<file path="src/rtl/snake_step_controller.sv">
// Snake game sequencer: move tick, direction latch, body shift register with
// wall/self collision detection, IDLE/RUN/DEAD game FSM and a segment read port.
`timescale 1ns/1ps
module snake_step_controller #(
    parameter int TICK_DIV  = 50000000,
    parameter int COLS      = 16,
    parameter int ROWS      = 8,
    parameter int MAX_LEN   = 8,
    parameter int START_LEN = 4
) (
    input  logic       clock,
    input  logic       reset,
    input  logic [3:0] switch,
    input  logic       start,
    input  logic       grow,
    output logic       step,
    output logic [1:0] state,
    output logic       game_over,
    output logic [3:0] head_x,
    output logic [2:0] head_y,
    output logic [3:0] length,
    input  logic [2:0] seg_rd_idx,
    output logic [3:0] seg_rd_x,
    output logic [2:0] seg_rd_y,
    output logic       seg_rd_valid
);

    typedef enum logic [1:0] {ST_IDLE = 2'd0, ST_RUN = 2'd1, ST_DEAD = 2'd2} state_t;
    // bit 1 selects the axis, bit 0 the sense, so opposites differ only in bit 0
    typedef enum logic [1:0] {D_RIGHT = 2'd0, D_LEFT = 2'd1, D_DOWN = 2'd2, D_UP = 2'd3} dir_t;

    localparam logic [31:0] LAST = 32'(TICK_DIV - 1);

    state_t      state_q, state_d;
    dir_t        dir_q, dir_d, pend_q, pend_d, sw_dir_s;
    logic [31:0] cnt_q, cnt_d;
    logic        step_q, step_d, game_over_q, grow_q, grow_d;
    logic [3:0]  len_q, len_d, lim_s;
    logic [3:0]  seg_x_q [MAX_LEN];
    logic [3:0]  seg_x_d [MAX_LEN];
    logic [2:0]  seg_y_q [MAX_LEN];
    logic [2:0]  seg_y_d [MAX_LEN];
    logic [4:0]  nx_s;
    logic [3:0]  ny_s;
    logic        sw_valid_s, wall_s, self_s, growing_s, moved_s;

    function automatic logic [3:0] init_x(input int i);
        if (i < START_LEN) return 4'(7 - i);
        else return 4'd0;
    endfunction

    function automatic logic [2:0] init_y(input int i);
        if (i < START_LEN) return 3'd3;
        else return 3'd0;
    endfunction

    function automatic logic opposite(input logic [1:0] a, input logic [1:0] b);
        return (a[1] == b[1]) && (a[0] != b[0]);
    endfunction

    // decode a one-hot direction request
    always_comb begin
        sw_valid_s = 1'b1;
        sw_dir_s   = D_RIGHT;
        case (switch)
            4'b1000: sw_dir_s = D_UP;
            4'b0100: sw_dir_s = D_DOWN;
            4'b0010: sw_dir_s = D_LEFT;
            4'b0001: sw_dir_s = D_RIGHT;
            default: sw_valid_s = 1'b0;
        endcase
    end

    // candidate head position and collision tests; out-of-grid values wrap to large unsigned numbers
    always_comb begin
        nx_s = {1'b0, seg_x_q[0]};
        ny_s = {1'b0, seg_y_q[0]};
        case (pend_q)
            D_RIGHT: nx_s = {1'b0, seg_x_q[0]} + 5'd1;
            D_LEFT:  nx_s = {1'b0, seg_x_q[0]} - 5'd1;
            D_DOWN:  ny_s = {1'b0, seg_y_q[0]} + 4'd1;
            D_UP:    ny_s = {1'b0, seg_y_q[0]} - 4'd1;
            default: nx_s = {1'b0, seg_x_q[0]};
        endcase
        wall_s    = (nx_s >= 5'(COLS)) || (ny_s >= 4'(ROWS));
        growing_s = (grow_q || grow) && (len_q < 4'(MAX_LEN));
        lim_s     = growing_s ? len_q : (len_q - 4'd1);
        self_s    = 1'b0;
        for (int i = 0; i < MAX_LEN; i++) begin
            if ((4'(i) < lim_s) && (nx_s[3:0] == seg_x_q[i]) && (ny_s[2:0] == seg_y_q[i])) self_s = 1'b1;
            else self_s = self_s;
        end
    end

    // game FSM, tick counter, direction/grow latching and body update
    always_comb begin
        state_d = state_q;
        cnt_d   = cnt_q;
        step_d  = 1'b0;
        dir_d   = dir_q;
        pend_d  = pend_q;
        grow_d  = grow_q;
        len_d   = len_q;
        seg_x_d = seg_x_q;
        seg_y_d = seg_y_q;
        moved_s = 1'b0;
        case (state_q)
            ST_IDLE: begin
                cnt_d = 32'd0;
                if (grow) grow_d = 1'b1;
                else grow_d = grow_q;
                if (sw_valid_s && !opposite(sw_dir_s, dir_q)) pend_d = sw_dir_s;
                else pend_d = pend_q;
                if (start) state_d = ST_RUN;
                else state_d = ST_IDLE;
            end
            ST_RUN: begin
                if (cnt_q == LAST) begin
                    cnt_d = 32'd0;
                    if (wall_s || self_s) begin
                        state_d = ST_DEAD;
                    end else begin
                        moved_s = 1'b1;
                        step_d  = 1'b1;
                        dir_d   = pend_q;
                        for (int i = MAX_LEN - 1; i > 0; i--) begin
                            seg_x_d[i] = seg_x_q[i-1];
                            seg_y_d[i] = seg_y_q[i-1];
                        end
                        seg_x_d[0] = nx_s[3:0];
                        seg_y_d[0] = ny_s[2:0];
                        if (growing_s) len_d = len_q + 4'd1;
                        else len_d = len_q;
                    end
                end else begin
                    cnt_d = cnt_q + 32'd1;
                end
                // validate against the direction that is in force after this edge
                if (sw_valid_s && !opposite(sw_dir_s, dir_d)) pend_d = sw_dir_s;
                else pend_d = pend_q;
                if (moved_s) grow_d = 1'b0;
                else if (grow) grow_d = 1'b1;
                else grow_d = grow_q;
            end
            ST_DEAD: begin
                if (start) begin
                    state_d = ST_IDLE;
                    cnt_d   = 32'd0;
                    dir_d   = D_RIGHT;
                    pend_d  = D_RIGHT;
                    grow_d  = 1'b0;
                    len_d   = 4'(START_LEN);
                    for (int i = 0; i < MAX_LEN; i++) begin
                        seg_x_d[i] = init_x(i);
                        seg_y_d[i] = init_y(i);
                    end
                end else begin
                    state_d = ST_DEAD;
                end
            end
            default: state_d = ST_IDLE;
        endcase
    end

    // state registers
    always_ff @(posedge clock or posedge reset) begin
        if (reset) begin
            state_q     <= ST_IDLE;
            cnt_q       <= 32'd0;
            step_q      <= 1'b0;
            game_over_q <= 1'b0;
            dir_q       <= D_RIGHT;
            pend_q      <= D_RIGHT;
            grow_q      <= 1'b0;
            len_q       <= 4'(START_LEN);
            for (int i = 0; i < MAX_LEN; i++) begin
                seg_x_q[i] <= init_x(i);
                seg_y_q[i] <= init_y(i);
            end
        end else begin
            state_q     <= state_d;
            cnt_q       <= cnt_d;
            step_q      <= step_d;
            game_over_q <= (state_d == ST_DEAD);
            dir_q       <= dir_d;
            pend_q      <= pend_d;
            grow_q      <= grow_d;
            len_q       <= len_d;
            seg_x_q     <= seg_x_d;
            seg_y_q     <= seg_y_d;
        end
    end

    assign step         = step_q;
    assign state        = state_q;
    assign game_over    = game_over_q;
    assign head_x       = seg_x_q[0];
    assign head_y       = seg_y_q[0];
    assign length       = len_q;
    assign seg_rd_x     = seg_x_q[seg_rd_idx];
    assign seg_rd_y     = seg_y_q[seg_rd_idx];
    assign seg_rd_valid = ({1'b0, seg_rd_idx} < len_q);

endmodule
</file>
<file path="config.mk">
export PLATFORM = sky130hd
export DESIGN_NAME = snake_step_controller
export DESIGN_NICKNAME = d
export VERILOG_FILES = /design/src/rtl/snake_step_controller.sv
export SDC_FILE = /design/constraint.sdc
export NUM_CORES = 1
export LEC_CHECK = 0
export CORE_ASPECT_RATIO = 1.25
export CORE_MARGIN = 2
export CORE_UTILIZATION = 25
export CTS_CLUSTER_DIAMETER = 150
export DETAILED_ROUTE_END_ITERATION = 12
export GPL_TIMING_DRIVEN = 0
export HOLD_SLACK_MARGIN = 0.03
export PLACE_DENSITY_LB_ADDON = 0.25
export SLEW_MARGIN = 10
export SYNTH_ARGS = -nofsm -noshare
export SYNTH_HDL_FRONTEND = slang
export SYNTH_SLANG_ARGS = --single-unit
</file>
<file path="constraint.sdc">
create_clock -name clock -period 6.4 [get_ports clock]
set_clock_uncertainty 0.05 [all_clocks]
set_input_delay 0.96 -clock clock [delete_from_list [all_inputs] [get_ports clock]]
set_output_delay 0.96 -clock clock [all_outputs]
set_load 0.01 [all_outputs]
</file>
==> flow_metrics.tcl <==
set metrics [dict create \
    p_clk_share_pct 25.7 \
    synth.cell_area_um2 6730 \
    switchingPower_uw 882 \
    fin_nets 731 \
    clock_latency_ps 370 \
    num_antenna_cells 0 \
    cts_buffers 9 \
    fill_cells 2829 \
    path_max_fanout 10 \
    layout_commonest_cell "dfrtp_1" \
    core_um2 26700 \
    fin_crit_sh_pct 85.0 \
    grt_pass1_vias 5132 \
    drt_wl_total_mm 18.4 \
    min_period_ps 5440 \
    placed_cells 1040 \
    hold_class "flip-flop to flip-flop" \
    cts_max_path_buffers 2 \
    final_max_slew_viol_count 0 \
    endpoint "head_x[2]$_DFFE_PP1P_" \
    die_h_um 187 \
    stdcell_count 1056 \
    setup-tns-final_ps 0 \
    critPathLaunch "pend_q[1]$_DFFE_PP0P_" \
    worst_ep_required_time_ps 6610 \
    place_area_um2 7520 \
    wl_per_cell_um 17.4 \
    setup_ws_ps 957 \
    root_buffer "clkbuf_16" \
    tightest_slew_ps 884 \
    power_density_nw_per_um2 281 \
    swShare_pct 40.2 \
    cts_max_level 3 \
    final_cell_mix "84 x dfrtp_1, 47 x nand2_1, 44 x nor2_1" \
    ctsResizeCount 0 \
    viasPerCell 4.90 \
    critical_path_arrival_ps 5650 \
    synth_nets 687 \
    vias 5170 \
    cts_hold_buf 0 \
    rsz0062_at_grt "false" \
    placementRows 67 \
    synth_edf_count 0 \
    ys_types 78 \
    drt_iter0_markers 336 \
    synthFlopType "dfrtp_1" \
    reg2reg_depth 17 \
    clk_pin_slew_ps 80 \
    cts_tree "done" \
    r2r_slack_ps 960 \
    timing.rr.start "pend_q[1]$_DFFE_PP0P_" \
    synth_seq_cells 101 \
    async_flop_share_pct 100 \
    seqPwrFrac_pct 33.1 \
    ys_seq_area_share_pct 37.9 \
    dr.pass1.iters 5 \
    yosysWarnings 0 \
    p_int_uw 1310 \
    start_kind "flip-flop" \
    overflow 0 \
    io_buffers 32 \
    place.gp.congestion 0.799 \
    die_w_um 151 \
    hold_slack_ps 455 \
    drive_gt1_share_pct 13.8 \
    cts_sinks 101 \
    max_slew_margin_pct 41.1 \
    hold_viol_final 0 \
    max_cap_viol_count 0 \
    critPathCaptureType "flip-flop" \
    gr-usage-all-layers_pct 13.4 \
    postLayoutCellArea_um2 7810 \
    regToRegEndpoint "head_x[2]$_DFFE_PP1P_" \
    syn2layout_area_growth_pct 16.0 \
    fmaxAchievable_mhz 184 \
    start_util_pct 25.3 \
    p_comb_share_pct 41.2 \
    ant_nets 0 \
    drc 0 \
    grt_pass1_wl_mm 29.4 \
    critPathKind "flip-flop to flip-flop" \
    syn_avg_cell_area_um2 10.2 \
    synthCells 662 \
    cts_setup_buffers 0 \
    grt_max_degree 72 \
    die_area_um2 28300 \
    dpl_worst_slack_ps 1020 \
    antenna_found_initial 0 \
    finalSetupViolCount 0 \
    place.detailed.hpwl_mm 13.6 \
    status "finished clean" \
    io_pins 34 \
    leakagePower_uw 0.00316 \
    ir_drop_uv 142 \
]
==> layer usage <==
layer | up-vias | track usage, % | wire length (um)
li1 | 2510 | - | -
met1 | 2541 | 17.8 | 8380
met2 | 97 | 22.2 | 8960
met3 | 22 | 2.24 | 659
met4 | 0 | 4.35 | 411
met5 | - | 0 | 0
==> sequential cells by signal (all words and copies together) (netlist names) <==
signal / count
cnt_q: 32
dir_q: 2
game_over: 1
grow_q: 1
head_x: 4
head_y: 3
length: 4
pend_q: 2
seg_x_q: 28
seg_y_q: 21
state: 2
step: 1
==> worst max-delay path, stage by stage, from the launching register on <==
cell and delay (ps):
dfrtp_1 420, buf_2 290, buf_2 270, buf_1 380
nand2_1 170, fa_1 520, clkbuf_1 340, nand2_1 210
a21o_1 220, a221oi_1 510, o311ai_0 260, o22a_1 290
and4_4 170, buf_8 140, nand3b_1 310, clkbuf_1 520
o21ai_0 150, o31ai_1 120
==> layout make-up <==
| type | instances | area [um2] | share of cell area [%] |
|---|---|---|---|
| multi-input cells | 494 | 3840 | 49.1 |
| flip-flops and latches | 101 | 2550 | 32.6 |
| well taps | 345 | 432 | 5.53 |
| repair buffers | 33 | 348 | 4.45 |
| plain buffers | 49 | 278 | 3.56 |
| clock buffers | 9 | 225 | 2.88 |
| inverters | 18 | 72.6 | 0.929 |
| clock inverters | 7 | 68.8 | 0.881 |
==> through the flow <==
stage / total power [uW] / util (%)
after floorplan: 1370 / -
after global placement: 1650 / 28.1
after global routing: 2340 / 29.3
after detailed placement: 1650 / 28.2
final: 2190 / 29.3
after CTS: 2220 / 29.3
==> synth_stat cells, types with 17 or more instances <==
cell type / n / area share (%)
a21oi_1: 21 / 1.6
a22o_1: 37 / 4.8
clkbuf_1: 21 / 1.2
dfrtp_1: 84 / 31
dfstp_2: 17 / 6.6
inv_1: 18 / 1.0
nand2_1: 47 / 2.6
nand3_1: 26 / 1.9
nor2_1: 44 / 2.5
o21ai_0: 29 / 2.2
xnor2_1: 35 / 4.6
xor2_1: 35 / 4.6
==> logic make-up after synthesis <==
group           count (synthesis)  synth area share (%)
mux                            36                  8.20
fa+ha+maj                      14                  2.71
flops                         101                  37.9
xor+xnor                       80                  12.5
buf+inv                        67                  5.13
simple gates                  206                  15.9
compound gates                158                  17.8
==> power groups by stage <==
stage	logic (uW)	registers [uW]	clock network, uW
floorplan	640	732	0
global placement	909	741	0
detailed placement	911	740	0
CTS	914	728	575
global route	1000	736	602
finish	905	727	563
==> how the worst min path moves through the flow <==
stage | start | end | slack, ps | cells past startpoint
2_1_floorplan | cnt_q[3]$_DFFE_PP0P_ | cnt_q[3]$_DFFE_PP0P_ | 410 | 1
3_3_place_gp | cnt_q[3]$_DFFE_PP0P_ | cnt_q[3]$_DFFE_PP0P_ | 440 | 1
3_5_place_dp | cnt_q[3]$_DFFE_PP0P_ | cnt_q[3]$_DFFE_PP0P_ | 430 | 1
4_1_cts | cnt_q[3]$_DFFE_PP0P_ | cnt_q[3]$_DFFE_PP0P_ | 450 | 1
5_1_grt | cnt_q[3]$_DFFE_PP0P_ | cnt_q[3]$_DFFE_PP0P_ | 480 | 1
6_report | cnt_q[3]$_DFFE_PP0P_ | cnt_q[3]$_DFFE_PP0P_ | 450 | 1
Note: power is estimated with default switching activity, not from simulation.
